### config.mk
export PLATFORM = sky130hd
export DESIGN_NAME = key_stream_loader
export DESIGN_NICKNAME = d
export VERILOG_FILES = /design/src/rtl/key_load_pkg.sv /design/src/rtl/crc4_serial.sv /design/src/rtl/key_stream_loader.sv
export SDC_FILE = /design/constraint.sdc
export NUM_CORES = 1
export LEC_CHECK = 0
export CORE_MARGIN = 2
export CORE_UTILIZATION = 60
export CTS_BUF_LIST = sky130_fd_sc_hd__clkbuf_8 sky130_fd_sc_hd__clkbuf_16
export DETAILED_ROUTE_END_ITERATION = 8
export GPL_ROUTABILITY_DRIVEN = 0
export PLACE_DENSITY = 0.91
export SYNTH_ARGS = -nofsm -noshare
export SYNTH_HDL_FRONTEND = slang
export SYNTH_SLANG_ARGS = --single-unit
export TNS_END_PERCENT = 20
### constraint.sdc
create_clock -name clk -period 3.5 [get_ports clk]
set_input_delay 0.7 -clock clk [delete_from_list [all_inputs] [get_ports clk]]
set_output_delay 0.7 -clock clk [all_outputs]
set_load 0.005 [all_outputs]
### src/rtl/key_load_pkg.sv
// Shared types and constants for the serial key loader and its CRC engine.
// The CRC step is defined once here so that the engine and any future user agree on it.
package key_load_pkg;

    localparam int              CRC_W    = 4;
    localparam logic [CRC_W-1:0] CRC_POLY = 4'h3;

    typedef enum logic [2:0] {
        IDLE,
        SHIFT_KEY,
        SHIFT_CRC,
        CHECK,
        READY,
        FAIL,
        LOCKOUT
    } state_t;

    // One serial step of x^4+x+1, MSB-first, no reflection.
    function automatic logic [CRC_W-1:0] crc_step(input logic [CRC_W-1:0] crc,
                                                  input logic             bit_in);
        logic fb;
        fb = crc[CRC_W-1] ^ bit_in;
        return {crc[CRC_W-2:0], 1'b0} ^ (fb ? CRC_POLY : '0);
    endfunction

endpackage

### src/rtl/crc4_serial.sv
// Bit-serial CRC-4 accumulator over the key field.
// Clear takes priority over enable so a session restart always starts from zero.
module crc4_serial
    import key_load_pkg::*;
(
    input  logic             clk,
    input  logic             rst,
    input  logic             i_clear,
    input  logic             i_enable,
    input  logic             i_data,
    output logic [CRC_W-1:0] o_crc
);

    logic [CRC_W-1:0] r_crc;

    always_ff @(posedge clk) begin
        if (!rst) begin
            r_crc <= '0;
        end else if (i_clear) begin
            r_crc <= '0;
        end else if (i_enable) begin
            r_crc <= crc_step(r_crc, i_data);
        end
    end

    assign o_crc = r_crc;

endmodule

### src/rtl/key_stream_loader.sv
// Serial key loader: shifts in key + CRC-4, verifies, and releases the controller reset
// only while a verified key is held; repeated CRC failures latch a permanent lockout.
//
// state     | meaning
// IDLE      | no key yet, waiting for load_start
// SHIFT_KEY | accepting key bits, MSB first
// SHIFT_CRC | accepting the 4 CRC bits, MSB first
// CHECK     | one-cycle compare of received vs computed CRC
// READY     | verified key on key_out, controller released
// FAIL      | last session failed CRC, waiting for a retry
// LOCKOUT   | too many consecutive failures, left only by rst
module key_stream_loader
    import key_load_pkg::*;
#(
    parameter int KEY_W    = 8,
    parameter int MAX_FAIL = 3
) (
    input  logic             clk,
    input  logic             rst,
    input  logic             load_start,
    input  logic             sin_valid,
    input  logic             sin_data,
    output logic             sin_ready,
    output logic [KEY_W-1:0] key_out,
    output logic             key_valid,
    output logic             core_rst,
    output logic             load_err,
    output logic             lockout
);

    // Counter must also reach CRC_W-1 when KEY_W is tiny.
    localparam int               CNT_W      = ($clog2(KEY_W + 1) > 3) ? $clog2(KEY_W + 1) : 3;
    localparam logic [CNT_W-1:0] KEY_LAST   = CNT_W'(KEY_W - 1);
    localparam logic [CNT_W-1:0] CRC_LAST   = CNT_W'(CRC_W - 1);
    localparam logic [3:0]       FAIL_LIMIT = 4'(MAX_FAIL);

    state_t           r_state;
    state_t           w_next_state;
    logic [CNT_W-1:0] r_cnt;
    logic [KEY_W-1:0] r_shift;
    logic [CRC_W-1:0] r_rx_crc;
    logic [3:0]       r_fail_cnt;
    logic [3:0]       w_fail_next;
    logic [KEY_W-1:0] r_key_out;
    logic             r_key_valid;
    logic             r_core_rst;
    logic             r_load_err;
    logic             r_lockout;
    logic             r_sin_ready;
    logic             w_key_valid_d;
    logic             w_core_rst_d;
    logic             w_load_err_d;
    logic             w_lockout_d;
    logic             w_sin_ready_d;
    logic             w_restart;
    logic             w_xfer;
    logic             w_crc_ok;
    logic [CRC_W-1:0] w_crc;

    assign w_restart   = load_start && (r_state != CHECK) && (r_state != LOCKOUT);
    // load_start wins over a coincident bit, which is simply dropped.
    assign w_xfer      = sin_valid && r_sin_ready && !load_start;
    assign w_crc_ok    = (w_crc == r_rx_crc);
    assign w_fail_next = r_fail_cnt + 4'd1;

    crc4_serial u_crc (
        .clk      (clk),
        .rst      (rst),
        .i_clear  (w_restart),
        .i_enable (w_xfer && (r_state == SHIFT_KEY)),
        .i_data   (sin_data),
        .o_crc    (w_crc)
    );

    always_ff @(posedge clk) begin
        if (!rst) begin
            r_state     <= IDLE;
            r_key_valid <= 1'b0;
            r_core_rst  <= 1'b1;
            r_load_err  <= 1'b0;
            r_lockout   <= 1'b0;
            r_sin_ready <= 1'b0;
        end else begin
            r_state     <= w_next_state;
            r_key_valid <= w_key_valid_d;
            r_core_rst  <= w_core_rst_d;
            r_load_err  <= w_load_err_d;
            r_lockout   <= w_lockout_d;
            r_sin_ready <= w_sin_ready_d;
        end
    end

    always_comb begin
        w_next_state = r_state;
        case (r_state)
            IDLE: begin
                if (load_start) w_next_state = SHIFT_KEY;
            end
            SHIFT_KEY: begin
                if (load_start)                          w_next_state = SHIFT_KEY;
                else if (w_xfer && (r_cnt == KEY_LAST))  w_next_state = SHIFT_CRC;
            end
            SHIFT_CRC: begin
                if (load_start)                          w_next_state = SHIFT_KEY;
                else if (w_xfer && (r_cnt == CRC_LAST))  w_next_state = CHECK;
            end
            CHECK: begin
                if (w_crc_ok)                            w_next_state = READY;
                else if (w_fail_next == FAIL_LIMIT)      w_next_state = LOCKOUT;
                else                                     w_next_state = FAIL;
            end
            READY, FAIL: begin
                if (load_start) w_next_state = SHIFT_KEY;
            end
            LOCKOUT: w_next_state = LOCKOUT;
            default: w_next_state = IDLE;
        endcase
    end

    // Outputs are decoded from the next state and registered alongside it.
    always_comb begin
        w_key_valid_d = (w_next_state == READY);
        w_core_rst_d  = (w_next_state != READY);
        w_load_err_d  = (w_next_state == FAIL);
        w_lockout_d   = (w_next_state == LOCKOUT);
        w_sin_ready_d = (w_next_state == SHIFT_KEY) || (w_next_state == SHIFT_CRC);
    end

    always_ff @(posedge clk) begin
        if (!rst) begin
            r_cnt      <= '0;
            r_shift    <= '0;
            r_rx_crc   <= '0;
            r_fail_cnt <= '0;
            r_key_out  <= '0;
        end else if (w_restart) begin
            r_cnt    <= '0;
            r_shift  <= '0;
            r_rx_crc <= '0;
        end else begin
            case (r_state)
                SHIFT_KEY: begin
                    if (w_xfer) begin
                        r_shift <= (r_shift << 1) | KEY_W'(sin_data);
                        r_cnt   <= (r_cnt == KEY_LAST) ? '0 : r_cnt + 1'b1;
                    end
                end
                SHIFT_CRC: begin
                    if (w_xfer) begin
                        r_rx_crc <= {r_rx_crc[CRC_W-2:0], sin_data};
                        r_cnt    <= (r_cnt == CRC_LAST) ? '0 : r_cnt + 1'b1;
                    end
                end
                CHECK: begin
                    if (w_crc_ok) begin
                        r_key_out  <= r_shift;
                        r_fail_cnt <= '0;
                    end else begin
                        r_fail_cnt <= w_fail_next;
                    end
                end
                default: ;
            endcase
        end
    end

    assign sin_ready = r_sin_ready;
    assign key_out   = r_key_out;
    assign key_valid = r_key_valid;
    assign core_rst  = r_core_rst;
    assign load_err  = r_load_err;
    assign lockout   = r_lockout;

endmodule
After elaboration in Yosys (flattened, before gate mapping)
Cells that the tools add are included.
Widths: inputs -> output; s select.
Word-level totals
  output and inout bits: 13
  bits of input ports: 5
  flip-flop bits (word level): 40
  word-level logic and storage cells: 72
Cells by class
  bitwise gates (word level): 5
  muxes and demuxes: 15
  reductions and logical operators: 18
  eq/ne operators: 20
  add/sub/neg operators: 2
Operators by type and width (count)
  $mux 4: 5
  $eq 3x3->1 const B: 6
  $mux 3: 5
  $pmux 3 s5: 1
  $eq 3x2->1 const B: 3
  $add 4x1->4 const B: 2
  $eq 4x2->1 const B: 2
  $or 8x1->8: 1
  $pmux 4 s2: 1
  $logic_and 1x1->1: 7
  $eq 3x1->1 const B: 2
  $mux 2: 3
  $ne 3x3->1 const B: 2
  $reduce_and 2->1: 3
  $reduce_and 3->1: 2
  $eq 4x3->1 const B: 1
  $eq 4x4->1: 1
  $ne 2x2->1 const B: 2
  $xor 4x4->4: 1
  $logic_not 3->1: 1
  $ne 3x2->1 const B: 1
  $reduce_or 3->1: 1
  $not 1->1: 2
  $reduce_bool 2->1: 1
  other kinds (4): 4

Depth between registers and ports, before layout
  depth after elaboration: 8
  depth in mapped cells: 6
  mapped depth without buffers: 6

By module
A second synthesis with hierarchy kept.
Unflattened totals
  cell total of the unflattened synthesis: 202
  area total of the unflattened synthesis: 1830.5 µm²
Modules (own cells, without submodules)
  key_stream_loader: area each 1650.3 µm², cells an instance 184, times used 1, seq. area each 720.7 µm²
  crc4_serial: area each 180.2 µm², cells an instance 18, times used 1, seq. area each 80.1 µm²

Worst setup path after synthesis
No wires, ideal clock.
  path kind: input -> register
  start point: input load_start
  end point: register r_cnt[3]
  required time: 3429 ps
  path slack: 1629 ps
  stages on the path: 5
  buffers on the path: 1
  library setup time: 71 ps
  data arrival time: 1801 ps
  path through: nand3b_4 -> or3_1 -> buf_2 -> a2111o_1 -> a21oi_1
On the way
  cells in the longest elaborated chain, start to end: 4
  elaborated cells on any way between the ends: 8
  classes of those cells: 2 x eq/ne; 6 x reduce/logical
Ends and longest elaborated chain
  from (decl): line key_stream_loader.sv:20  | input logic load_start,
  $logic_not 1->1: line key_stream_loader.sv:62  | assign w_xfer = sin_valid && r_sin_ready && !load_start;
  $logic_and 1x1->1: line key_stream_loader.sv:62
  $ne 2x2->1 (no source line)
  $reduce_and 3->1 (no source line)
  to (signal assigned): line key_stream_loader.sv:145  | r_cnt <= (r_cnt == KEY_LAST) ? '0 : r_cnt + 1'b1;
  to (signal assigned): line key_stream_loader.sv:151  | r_cnt <= (r_cnt == CRC_LAST) ? '0 : r_cnt + 1'b1;
  to (decl): line key_stream_loader.sv:39  | logic [CNT_W-1:0] r_cnt;
Parallel ways exist; a longest one is shown, timed or not.
A chain may end at the register's enable or synchronous reset.

Worst setup path after layout
Ends and elaborated chain as after synthesis.

==> impl_metrics.env <==
export IMPL_status="complete, no violations"
export IMPL_clockBufferDepth=2
export IMPL_hold_viol_final=0
export IMPL_rsz0062_at_grt="no"
export IMPL_grt_overflow_total=0
export IMPL_cts_resized=0
export IMPL_final_area_um2=2110
export IMPL_vias_per_cell=6.05
export IMPL_io_pins=18
export IMPL_arrival_ns=2.43
export IMPL_grt_start_max_net_pins=21
export IMPL_area_growth_pct=15.5
export IMPL_worstMarginPinSlew_ns=0.935
export IMPL_place_area_um2=2000
export IMPL_first_global_vias=1415
export IMPL_setup_ws_ns=1.30
export IMPL_path_class="primary input to register"
export IMPL_drv_cap=0
export IMPL_grt_pass1_wl_um=5920
export IMPL_synth_area_leaders="dfxtp_1 (44%), a21oi_1 (7.4%), nand2_1 (5.3%)"
export IMPL_final_setup_tns_ns=0
export IMPL_synth_avg_cell_area_um2=8.79
export IMPL_grt_antenna_before_repair=0
export IMPL_clk_pin_slew_ns=0.08
export IMPL_crit_required_ns=3.72
export IMPL_hold_buffers=0
export IMPL_cts_tree="yes"
export IMPL_synth_ff_type="dfxtp_1"
export IMPL_final_common_cell="dfxtp_1"
export IMPL_syn_num_nets=216
export IMPL_path_buf_inv=1
export IMPL_drc=0
export IMPL_clock_root_buffer="clkbuf_8"
export IMPL_antennaDiodeCount=0
export IMPL_synth_warnings=0
export IMPL_synthArstFlopShare=0
export IMPL_core_um2=2980
export IMPL_slew_violations=0
export IMPL_netlist_area_leader_share=0.438
export IMPL_min_period_ns=2.20
export IMPL_peakVddDrop_v=0.000366
export IMPL_synthCells=208
export IMPL_timing_fmax_mhz=454
export IMPL_global_route_usage_total=0.227
export IMPL_hpwl_um=2370
export IMPL_ys_types=39
export IMPL_crit_chain="clkdlybuf4s50_1 > nand3b_4 > or3_1 > a2111o_1 > a21oi_1"
export IMPL_slew_limit_headroom=0.368
export IMPL_die_h_um=59.2
export IMPL_power_static_leakage_nw=0.771
export IMPL_netlist_area_um2=1830
export IMPL_fillCellCount=236
export IMPL_wl_um=3590
export IMPL_dieArea_um2=3510
export IMPL_finalSetupViolations=0
export IMPL_max_stage_delay_ns=0.51
export IMPL_finalCritPeriodShare=0.630
export IMPL_synth_edff_count=0
export IMPL_holdCritPathClass="register to register"
export IMPL_critical_path_startpoint_type="primary input"
export IMPL_skew_ns=0.0110
export IMPL_layout_common_cells="dfxtp_1 (40), a21oi_1 (27), nand2_1 (26), clkdlybuf4s50_1 (17), nor2_1 (12)"
export IMPL_cts_buffers=5
export IMPL_critPathMaxFanout=7
export IMPL_dp_slack_ns=1.03
export IMPL_critPathSlowestCell="clkdlybuf4s50_1"
export IMPL_power_density_nw_per_um2=414
export IMPL_drt_iter0_markers=100
export IMPL_drive_above_1_share=0.0673
export IMPL_num_vias=1549
export IMPL_htreeDepth=2
export IMPL_post_synth_top_area_cell="dfxtp_1"
export IMPL_wire_per_inst_um=14.0
export IMPL_clkLatencyLatePin_ns=0.30
export IMPL_synth_seq_cells=40
export IMPL_cpLargestDelayFamily="simple AND/OR/NAND/NOR gates"
export IMPL_nets=230
export IMPL_post_cts_buffers=0
export IMPL_crit_path_end_kind="register"
export IMPL_firstDrtPassIters=4
export IMPL_die_x_um=59.2
export IMPL_rows=20
export IMPL_seq_area_frac_synth=0.438
export IMPL_start_util=0.614
export IMPL_ant_nets=0
export IMPL_clock_sinks=40
export IMPL_io_buffers=17
==> Yosys cell counts, drive strengths merged, types with 2 or more instances <==
| library cell | n |
|---|---|
| and3 | 2 |
| clkbuf | 6 |
| o21ai | 11 |
| xnor2 | 8 |
| and3b | 3 |
| xor2 | 5 |
| nor2 | 12 |
| nand2 | 26 |
| a211oi | 4 |
| nand2b | 2 |
| or4b | 2 |
| or3 | 3 |
| nand3 | 11 |
| a21boi | 2 |
| inv | 5 |
| ha | 3 |
| nor3 | 3 |
| nand3b | 3 |
| a21oi | 27 |
| buf | 5 |
| mux2i | 7 |
| nor4 | 3 |
| dfxtp | 40 |
| nor3b | 3 |
==> report_power, final <==
part | switching (mW) | internal [mW] | leakage, nW | total [mW]
clock network | 0.171 | 0.215 | 0.0583 | 0.386
logic | 0.0164 | 0.0120 | 0.390 | 0.0284
registers | 0.00387 | 0.457 | 0.323 | 0.460
total | 0.191 | 0.683 | 0.771 | 0.875
==> cell families after synthesis <==
family,synth area share
muxes,0.0383
adders and majority gates,0.0205
DFF,0.438
buffers and inverters,0.0390
xor gates and xnor gates,0.0622
and+or+nand+nor,0.225
AOI/OAI and AO/OA,0.177
==> metal layers <==
metal,global-route usage,routed length (um),vias up
met2,0.352,1650,48
met3,0.0808,190,12
met4,0.127,105,0
li1,-,-,765
met1,0.272,1640,724
met5,0,0,-
==> per-stage QoR <==
stage | hold WS [ns] | util | power, mW | cells
after global routing | 0.483 | 0.709 | 0.903 | 256
after detailed placement | 0.448 | 0.670 | 0.499 | 248
after floorplan | 0.437 | - | 0.489 | 208
final | 0.461 | 0.709 | 0.875 | 256
after CTS | 0.460 | 0.709 | 0.882 | 256
after global placement | 0.445 | 0.670 | 0.499 | 248
==> registers in the layout, summed over array words and instances (netlist names) <==
register and flops:
u_crc.o_crc 4, lockout 1, r_cnt 4, load_err 1, sin_ready 1, key_out 8, r_fail_cnt 4, r_rx_crc 4
r_state 3, key_valid 1, core_rst 1, r_shift 8
==> area by class of cell <==
type / count / area [um2] / share of cell area
clock buffer: 5 / 68.8 / 0.0326
multi-input combinational: 152 / 957 / 0.453
timing repair buffer: 18 / 178 / 0.0841
inverter: 5 / 18.8 / 0.00889
tap: 33 / 41.3 / 0.0195
clock inverter: 3 / 47.5 / 0.0225
sequential: 40 / 801 / 0.379
==> tightest hold or removal path: stages, from the launching register on <==
cell and delay, ns:
dfxtp_1 0.32, nand2_1 0.05, a21oi_1 0.05
==> worst paths after layout <==
path / start / end / slack, ns / cells after the start
max: load_start / r_cnt[3] / 1.30 / 5
min: r_shift[7] / r_shift[7] / 0.46 / 2
max reg2reg: r_state[0] / lockout / 1.44 / 4
min reg2reg: r_shift[7] / r_shift[7] / 0.46 / 2
Note: power is estimated with default switching activity, not from simulation.
